--- config.mk ---
export PLATFORM = sky130hd
export DESIGN_NAME = mem_port_arbiter
export DESIGN_NICKNAME = d
export VERILOG_FILES = /design/src/rtl/mem_port_arbiter.sv
export SDC_FILE = /design/constraint.sdc
export NUM_CORES = 1
export LEC_CHECK = 0
export CAP_MARGIN = 25
export CORE_MARGIN = 3
export CORE_UTILIZATION = 25
export DETAILED_ROUTE_END_ITERATION = 6
export GPL_TIMING_DRIVEN = 0
export MAX_ROUTING_LAYER = met4
export SETUP_SLACK_MARGIN = 0.4
export SYNTH_ARGS = -nofsm -noshare
export SYNTH_HDL_FRONTEND = slang
export SYNTH_SLANG_ARGS = --single-unit
export TNS_END_PERCENT = 100
--- constraint.sdc ---
create_clock -name clk -period 2 [get_ports clk]
set_clock_uncertainty 0.1 [all_clocks]
set_input_delay 0.2 -clock clk [delete_from_list [all_inputs] [get_ports clk]]
set_output_delay 0.2 -clock clk [all_outputs]
set_load 0.1 [all_outputs]
--- src/rtl/mem_port_arbiter.sv ---
// Arbitrates one single-port memory between instruction fetch and load/store.
// Fixed data priority with a bounded streak so a pending fetch cannot starve.
module mem_port_arbiter #(
    parameter int         MEM_LAT    = 1,
    parameter int         STARVE_MAX = 4,
    parameter logic [2:0] IF_DMTYPE  = 3'd0
) (
    input  logic        clk,
    input  logic        rst,
    input  logic        i_req,
    input  logic [31:0] i_addr,
    output logic [31:0] i_rdata,
    output logic        i_ready,
    input  logic        d_req,
    input  logic        d_we,
    input  logic [2:0]  d_type,
    input  logic [31:0] d_addr,
    input  logic [31:0] d_wdata,
    output logic [31:0] d_rdata,
    output logic        d_ready,
    output logic        mem_en,
    output logic        mem_we,
    output logic [2:0]  mem_type,
    output logic [31:0] mem_addr,
    output logic [31:0] mem_wdata,
    input  logic [31:0] mem_rdata,
    output logic        stall_if,
    output logic        stall_mem,
    output logic        busy
);

    localparam int CW = (MEM_LAT > 1) ? $clog2(MEM_LAT) : 1;
    localparam int SW = $clog2(STARVE_MAX + 1);

    typedef enum logic [1:0] {IDLE, ISSUE, WAIT, DONE} state_t;

    state_t        state, state_n;
    logic          own_d;
    logic [SW-1:0] streak;
    logic [CW-1:0] cnt;
    logic          grant, grant_d, last_wait;

    always_ff @(posedge clk) begin
        if (!rst) state <= IDLE;
        else      state <= state_n;
    end

    always_comb begin
        state_n   = state;
        grant     = 1'b0;
        grant_d   = 1'b0;
        last_wait = (state == WAIT) && (cnt == CW'(MEM_LAT - 1));
        unique case (state)
            IDLE: begin
                if (i_req || d_req) begin
                    grant   = 1'b1;
                    grant_d = d_req && (!i_req || (streak < SW'(STARVE_MAX)));
                    state_n = ISSUE;
                end
            end
            ISSUE:   state_n = WAIT;
            WAIT:    if (last_wait) state_n = DONE;
            DONE:    state_n = IDLE;
            default: state_n = IDLE;
        endcase
    end

    always_ff @(posedge clk) begin
        if (!rst) begin
            own_d     <= 1'b0;
            streak    <= '0;
            cnt       <= '0;
            mem_en    <= 1'b0;
            mem_we    <= 1'b0;
            mem_type  <= 3'd0;
            mem_addr  <= 32'd0;
            mem_wdata <= 32'd0;
            i_rdata   <= 32'd0;
            d_rdata   <= 32'd0;
            i_ready   <= 1'b0;
            d_ready   <= 1'b0;
        end else begin
            mem_en  <= 1'b0;
            i_ready <= 1'b0;
            d_ready <= 1'b0;
            if (grant) begin
                own_d  <= grant_d;
                mem_en <= 1'b1;
                if (grant_d) begin
                    mem_we    <= d_we;
                    mem_type  <= d_type;
                    mem_addr  <= d_addr;
                    mem_wdata <= d_wdata;
                    streak    <= i_req ? streak + 1'b1 : '0;
                end else begin
                    mem_we   <= 1'b0;
                    mem_type <= IF_DMTYPE;
                    mem_addr <= i_addr;
                    streak   <= '0;
                end
            end
            if (state == ISSUE) cnt <= '0;
            if (state == WAIT)  cnt <= cnt + 1'b1;
            if (last_wait) begin
                if (own_d) begin
                    // stores leave the previous load result visible
                    if (!mem_we) d_rdata <= mem_rdata;
                    d_ready <= 1'b1;
                end else begin
                    i_rdata <= mem_rdata;
                    i_ready <= 1'b1;
                end
            end
        end
    end

    assign stall_if  = rst && i_req && !i_ready;
    assign stall_mem = rst && d_req && !d_ready;
    assign busy      = rst && (state != IDLE);

endmodule

# ---- Word level (Yosys, flattened, before mapping)
# Index checks and enable logic that the tools add are counted.
dict set report totals {
  register_bits 142
  output_inout_bits 138
  wordCells 61
  inputBits 136
}
dict set report classes {
  n_mux 17
  n_reduce_logical 20
  n_lt_le_gt_ge 1
  n_addsub 2
  eq_ne 5
  bitwise 3
}
# cell n
set op_table {}
lappend op_table {{$mux 32} 1}
lappend op_table {{$mux 1} 10}
lappend op_table {{$mux 3} 3}
lappend op_table {{$pmux 2 s4} 1}
lappend op_table {{$reduce_and 2->1} 4}
lappend op_table {{$logic_and 1x1->1} 7}
lappend op_table {{$eq 2x2->1 const B} 2}
lappend op_table {{$mux 2} 2}
lappend op_table {{$ne 2x2->1 const B} 2}
lappend op_table {{$reduce_bool 2->1} 2}
lappend op_table {{$add 3x1->3 const B} 1}
lappend op_table {{$logic_not 1->1} 3}
lappend op_table {{$lt 3x3->1 const B} 1}
lappend op_table {{$not 1->1} 3}
lappend op_table {{$reduce_and 3->1} 1}
lappend op_table {{$eq 2x1->1 const B} 1}
lappend op_table {{$logic_not 2->1} 1}
lappend op_table {{$logic_or 1x1->1} 2}
lappend op_table {{$add 1x1->1 const B} 1}

# ---- Depth between registers and ports, before layout
# Gate-level depths: netlist of run 1.
dict set report depth {
  depth_word 6
  depth_mapped 9
  ltp_nobuf 5
}

# ---- Worst setup path before layout of run 1
# No wires, ideal clock.
dict set report synth_path {
  path_kind {input to output}
  from {input rst}
  to {output busy}
  arrival_time_ns 2.164
  required_ns 1.700
  slack_ns -0.464
  path_stages 4
  n_path_buf 3
  path_cell_list {buf_2 -> buf_2 -> buf_1 -> nor2b_1}
}
dict set report synth_between {
  elab_chain_len 1
}
# element line_no
set synth_lines {}
lappend synth_lines {{from (decl)} 9} ;# input logic rst,
lappend synth_lines {{$logic_and 1x1->1} 119} ;# assign busy = rst && (state != IDLE);
lappend synth_lines {{to (decl)} 29} ;# output logic busy
# Every way passes these cells.

# ---- Final worst setup path of run 1
dict set report layout_path {
  from {register state[1]}
  to {output busy}
}
dict set report layout_between {
  elab_chain_len 2
}
# element line_no
set layout_lines {}
lappend layout_lines {{from (decl)} 37} ;# state_t state, state_n;
lappend layout_lines {{from (signal assigned)} 45} ;# else state <= state_n;
lappend layout_lines {{$reduce_bool 2->1} 119}
lappend layout_lines {{$logic_and 1x1->1} 119}
# Every way passes these cells.

==> impl_metrics.tcl, run 1 <==
set metrics [dict create \
    layout-drive-gt1-share_pct 28.8 \
    ant_nets 0 \
    ys_seq_area_share_pct 49.7 \
    grt_antenna_before_repair 1 \
    cts.sinks 142 \
    cp_cell_sequence "inv_2 -> ha_4 -> buf_8 -> nor2b_4 -> buf_12" \
    power_density_nw_per_um2 1540 \
    area_growth_pct 65.3 \
    wl_per_cell_um 17.6 \
    reg2reg_depth 9 \
    rows 54 \
    grt_usage_pct 17.4 \
    drt_wl_total_mm 22.7 \
    initial_core_util_pct 25.8 \
    r2r-end "mem_addr[21]" \
    start_kind "flop" \
    fin_nets 1131 \
    die_area_um2 24700 \
    critPathMaxStageDelay_ns 0.36 \
    cts_buffers 17 \
    power.leakage_nw 3.90 \
    grt_overflow_total 0 \
    netlist_instances 678 \
    grt_max_degree 17 \
    p_int_mw 7.14 \
    fin_crit_ns 1.72 \
    switching_share_pct 51.0 \
    worstMarginPinSlew_ns 0.591 \
    worstSkewPairLatency_ns 0.42 \
    critPathKind "flop to output port" \
    cts-root-buf "clkbuf_16" \
    synth-seq-cells 142 \
    cts_tree "done" \
    n_fill_cell 2298 \
    p_sw_mw 7.43 \
    core_um2 22200 \
    rrSetupSlack_ns 0.32 \
    syn_area_um2 5720 \
    io-pin-count 274 \
    dpl-instance-area_um2 8830 \
    io_buffers 272 \
    die_w_um 157 \
    pwr-share-comb_pct 53.5 \
    maxSlewHeadroom_pct 60.6 \
    multi_input_area_um2 2740 \
    hold_path_class "input pin to flop" \
    cp-end-kind "output port" \
    period_share_pct 86.2 \
    holdWs_ns 0.151 \
    grt_pass1_vias 5800 \
    rsz0062_at_grt "true" \
    pwr-share-seq_pct 25.2 \
    synth_nets 818 \
    setup_viol 0 \
    hold-path-endpoint "d_rdata[3]" \
    die_y_um 157 \
    initialDrtViolationCount 251 \
    final-seq-area_um2 2850 \
    outcome "finished, final reports clean" \
    dr.pass1.iters 5 \
    grt_pass1_wl_mm 32.5 \
    htreeDepth 4 \
    path_max_fanout 5 \
    clkSlewWorstSetupHoldPaths_ns 0.06 \
    hpwl_mm 15.7 \
    vias 6160 \
    required_ns 1.70 \
    hold_viol 0 \
    hp-start "rst" \
    synth_warnings 0 \
    final_design_area_no_fill_um2 9450 \
    peakVddDrop_mv 0.699 \
    synth_area_per_cell_um2 8.43 \
    max_freq_mhz 580 \
    slowest_stage "dfxtp_2" \
    p_clk_share_pct 21.3 \
    whs_path_depth 4 \
    yosys.cell_types.count 29 \
    drc_errors 0 \
    final_max_slew_viol_count 0 \
    routabilityCongestion 0.772 \
    vias_per_cell 4.79 \
    reg2reg_from "state[1]" \
    maxCapViolCount 0 \
    worst_ep_arrival_time_ns 1.42 \
    cts_buffer_depth 2 \
]
## timing repair
item                       4_1_cts  5_1_grt
cloned                           0        9
setup buffers                    4        9
hold buffers                     0        0
gates resized for setup        738      118
setup endpoints to repair      269      138
hold endpoints to repair         0        0
pin swaps                        0       53
## how the worst max path moves through the flow
stage / endpoint / cells past startpoint / startpoint
6_report: busy / 5 / state[1]
5_1_grt: busy / 5 / state[1]
4_1_cts: busy / 5 / state[0]
3_5_place_dp: busy / 5 / rst
3_3_place_gp: busy / 5 / rst
2_1_floorplan: busy / 4 / rst
## stage by stage
| stage | worst slack [ns] | cells | utilization [%] | TNS, ns | total power, mW |
|---|---|---|---|---|---|
| floorplan | 0.346 | 678 | - | 0 | 9.03 |
| global placement | -0.828 | 1230 | 39.8 | -7.55 | 11.0 |
| detailed placement | -0.847 | 1230 | 39.8 | -8.21 | 11.0 |
| CTS | 0.241 | 1266 | 39.9 | 0 | 13.8 |
| global route | 0.219 | 1285 | 42.6 | 0 | 15.2 |
| finish | 0.276 | 1286 | 42.6 | 0 | 14.6 |
## Yosys cell counts
library cell / number / area [um2]
or3b_1: 1 / 8.76
mux2i_1: 3 / 30.0
o21a_1: 1 / 7.51
buf_4: 1 / 7.51
o211a_1: 1 / 10.0
nand3_1: 96 / 480
a31oi_1: 32 / 200
dfxtp_1: 142 / 2840
nand2_1: 103 / 387
clkbuf_2: 7 / 35.0
buf_1: 2 / 7.51
a32oi_1: 4 / 35.0
a21boi_1: 27 / 203
nor3b_4: 1 / 18.8
o21ai_1: 1 / 5.00
buf_2: 25 / 125
and2_1: 5 / 31.3
a21boi_0: 37 / 278
nor2_1: 3 / 11.3
nand4bb_1: 1 / 11.3
clkbuf_1: 30 / 113
buf_6: 5 / 56.3
a211o_1: 1 / 8.76
ha_1: 4 / 50.1
a22oi_1: 4 / 30.0
inv_1: 2 / 7.51
and4b_1: 2 / 20.0
nor2b_1: 9 / 56.3
o21ai_0: 128 / 641
## cell type report
cell class,count,share of cell area (%)
antenna,2,0.0530
sequential,142,30.1
timing repair buffer,294,25.6
buffer,70,5.48
multi-input combinational,464,29.0
clock buffer,17,4.50
tap,280,3.71
inverter,2,0.106
clock inverter,15,1.52
## worst max-delay path, delay by kind of cell, from the launching register on
kind	cells	cell delay, ns
buffers and inverters	3	0.36
DFF	1	0.36
adders and majority gates	1	0.15
and+or+nand+nor	1	0.13
## cells in the final DEF, fill, tap and decap left out, types with 3 or more instances in the layout
cell type / instances
clkbuf_2: 8
inv_8: 3
clkbuf_4: 11
nand3_1: 69
nand2_1: 101
nand3_2: 27
clkinv_4: 4
buf_6: 10
clkbuf_16: 25
a31oi_1: 32
o21ai_0: 116
a22oi_1: 3
buf_8: 10
a21boi_1: 47
dfxtp_1: 139
dfxtp_2: 3
buf_2: 141
mux2i_1: 3
o21ai_1: 12
and2_1: 4
a21boi_0: 16
buf_4: 17
clkdlybuf4s50_1: 132
nor2b_1: 8
inv_6: 5
clkbuf_1: 19
buf_12: 5
## power by group through the flow
stage	registers (mW)	logic, mW	clock network (mW)
3_5_place_dp	3.73	7.24	0
4_1_cts	3.66	6.97	3.18
6_report	3.67	7.80	3.10
3_3_place_gp	3.72	7.25	0
5_1_grt	3.74	8.16	3.30
2_1_floorplan	7.40	1.62	0
## layer usage
metal / GRT usage (%) / vias to the layer above / routed length [um]
li1: - / 3030 / -
met1: 21.8 / 2904 / 10100
met2: 27.6 / 209 / 10700
met3: 5.69 / 17 / 1680
met4: 3.60 / 0 / 208
met5: - / - / 0
## logic make-up (layout without fill, tap and decap cells)
group,Yosys count,count (layout),share of synthesized area [%]
compound gates,236,236,24.8
fa+ha+maj,4,4,0.876
buf+inv,72,398,6.15
flops,142,142,49.7
mux,3,3,0.525
other cells,0,2,0
simple gates,221,221,17.9
## sequential cells by signal, indices dropped and copies added (netlist names), 2 cells and up
register	flops
mem_wdata	32
d_rdata	32
i_rdata	32
streak	3
mem_addr	32
mem_type	3
state	2
No activity file was read; power rests on OpenSTA's default activity.
==> run 2: changes to the inputs <==
--- a/config.mk
+++ b/config.mk
@@ -6,11 +6,14 @@
 export NUM_CORES = 1
 export LEC_CHECK = 0
 export CAP_MARGIN = 25
+export CELL_PAD_IN_SITES_DETAIL_PLACEMENT = 0
+export CELL_PAD_IN_SITES_GLOBAL_PLACEMENT = 1
 export CORE_MARGIN = 3
 export CORE_UTILIZATION = 25
 export DETAILED_ROUTE_END_ITERATION = 6
 export GPL_TIMING_DRIVEN = 0
 export MAX_ROUTING_LAYER = met4
+export PLACE_DENSITY_LB_ADDON = 0.1
 export SETUP_SLACK_MARGIN = 0.4
 export SYNTH_ARGS = -nofsm -noshare
 export SYNTH_HDL_FRONTEND = slang
==> run 2 against run 1 <==
Utilization rose by 0.27 points; sequential share of layout area fell by 0.16 points; first-iteration DRC count fell by 12%; hold slack improved by 0.021 ns; sequential power barely moved; design area rose by 0.62%; worst setup slack barely moved; flip-flop and latch count did not move; combinational power fell by 1%.
==> impl_metrics.tcl, run 2 (synthesis gave the netlist of run 1 again) <==
set metrics [dict create \
    dpl-instance-area_um2 8830 \
    cp-end-kind "output port" \
    rsz0062_at_grt "true" \
    hold-path-endpoint "d_rdata[6]" \
    whs_path_depth 4 \
    r2r-end "mem_addr[28]" \
    clkSlewWorstSetupHoldPaths_ns 0.06 \
    fin_crit_ns 1.72 \
    fin_nets 1126 \
    setup_viol 0 \
    reg2reg_from "state[1]" \
    final_max_slew_viol_count 0 \
    vias 6002 \
    antenna_cells 0 \
    io_buffers 272 \
    cp_cell_sequence "inv_4 -> ha_4 -> buf_8 -> nor2b_4 -> buf_12" \
    layout-drive-gt1-share_pct 30.7 \
    grt_usage_pct 18.0 \
    cts_buffers 17 \
    drt_wl_total_mm 22.8 \
    cts-root-buf "clkbuf_16" \
    routabilityCongestion 0.760 \
    grt_antenna_before_repair 0 \
    power_density_nw_per_um2 1560 \
    start_kind "flop" \
    cts_tree "done" \
    area_growth_pct 66.3 \
    final_design_area_no_fill_um2 9510 \
    drc_errors 0 \
    final_cell_mix "142 x buf_2, 139 x dfxtp_1, 132 x clkdlybuf4s50_1" \
    max_freq_mhz 580 \
    pwr-share-comb_pct 52.1 \
    reg2reg_depth 9 \
    slowest_stage "dfxtp_4" \
    p_sw_mw 7.38 \
    hp-start "rst" \
    cts_buffer_depth 2 \
    io-pin-count 274 \
    postCtsHoldBufs 0 \
    worst_ep_arrival_time_ns 1.42 \
    htreeDepth 4 \
    path_buf_inv 3 \
    rrSetupSlack_ns 0.35 \
    initialDrtViolationCount 222 \
    period_share_pct 86.2 \
    outcome "finished, final reports clean" \
    p_int_mw 7.43 \
    die_w_um 157 \
    die_y_um 157 \
    worstMarginPinSlew_ns 0.675 \
    wl_per_cell_um 17.8 \
    grt_max_degree 17 \
    switching_share_pct 49.8 \
    required_ns 1.70 \
    core_um2 22200 \
    maxCapViolCount 0 \
    cp.depth 5 \
    die_area_um2 24700 \
    power.leakage_nw 3.92 \
    maxSlewHeadroom_pct 55.0 \
    worstSkewPairLatency_ns 0.42 \
    ant_nets 0 \
    path_max_fanout 5 \
    critPathKind "flop to output port" \
    grt_pass1_vias 5760 \
    p_clk_share_pct 22.9 \
    cts.sinks 142 \
    grt_overflow_total 0 \
    pwr-share-seq_pct 25.0 \
    cp_top_family "flip-flops" \
    hold_viol 0 \
    critPathMaxStageDelay_ns 0.38 \
    vias_per_cell 4.69 \
    initial_core_util_pct 25.8 \
    hold_path_class "input pin to flop" \
    hpwl_mm 16.0 \
    rows 54 \
    final_common_cell "buf_2" \
    dr.pass1.iters 4 \
    grt_pass1_wl_mm 33.5 \
    peakVddDrop_mv 0.717 \
    holdWs_ns 0.173 \
]
-- run 2: cell types whose count changed in the layout (fill, tap and decap cells not counted), moves of 6 or more --
cell     before  now
o21ai_0     116  124
nand2_2       1   21
o21ai_1      12    4
nand2_4       1    7
nand2_1     101   75
-- run 2: power by group through the flow --
stage                     combinational (mW)  sequential [mW]  clock (mW)
after global routing                    8.09             3.76        3.62
after global placement                  7.29             3.72           0
after CTS                               7.07             3.66        3.51
after floorplan                         1.62             7.40           0
final                                   7.71             3.70        3.40
after detailed placement                7.26             3.73           0
-- run 2: timing repair --
action                                  CTS  global route
pin swaps                                 2            94
resized for setup                       740           132
endpoints found under the setup margin  262           141
buffers inserted                          5             6
cloned                                    1             5
-- run 2: final cells by class --
| type | instances | area (um2) |
|---|---|---|
| buffer | 70 | 531 |
| clock buffer | 18 | 439 |
| clock inverter | 14 | 183 |
| fill | 2300 | 12700 |
| inverter | 2 | 12.5 |
| multi-input combinational | 464 | 2830 |
| sequential | 142 | 2850 |
| tap | 280 | 350 |
| timing repair buffer | 289 | 2320 |
-- run 2: stage by stage --
step                utilization (%)  setup TNS (ns)  cells  power [mW]  setup WS (ns)
finish                         42.9               0   1279        14.8          0.276
global route                   42.9               0   1279        15.5          0.226
CTS                            40.4               0   1268        14.2          0.251
detailed placement             39.8           -7.04   1230        11.0         -0.806
global placement               39.8           -6.59   1230        11.0         -0.810
floorplan                         -               0    678        9.03          0.346
-- run 2: worst min-delay path, delay by kind of cell --
| family | cells | cell delay [ns] |
|---|---|---|
| AO/OA/AOI/OAI | 1 | 0.06 |
| AND/OR/NAND/NOR | 1 | 0.06 |
| buffers and inverters | 2 | 0.33 |
-- run 2: routing by layer --
| layer | vias up | track usage, % | wire (um) |
|---|---|---|---|
| li1 | 3012 | - | - |
| met4 | 0 | 5.74 | 338 |
| met2 | 186 | 27.6 | 10700 |
| met1 | 2779 | 22.8 | 10100 |
| met5 | - | - | 0 |
| met3 | 25 | 5.50 | 1660 |
-- run 2: worst max path at each step --
stage | startpoint | end | slack (ns)
CTS | state[0] | busy | 0.25
floorplan | rst | busy | 0.35
finish | state[1] | busy | 0.28
detailed placement | rst | busy | -0.81
global route | state[1] | busy | 0.23
global placement | rst | busy | -0.81
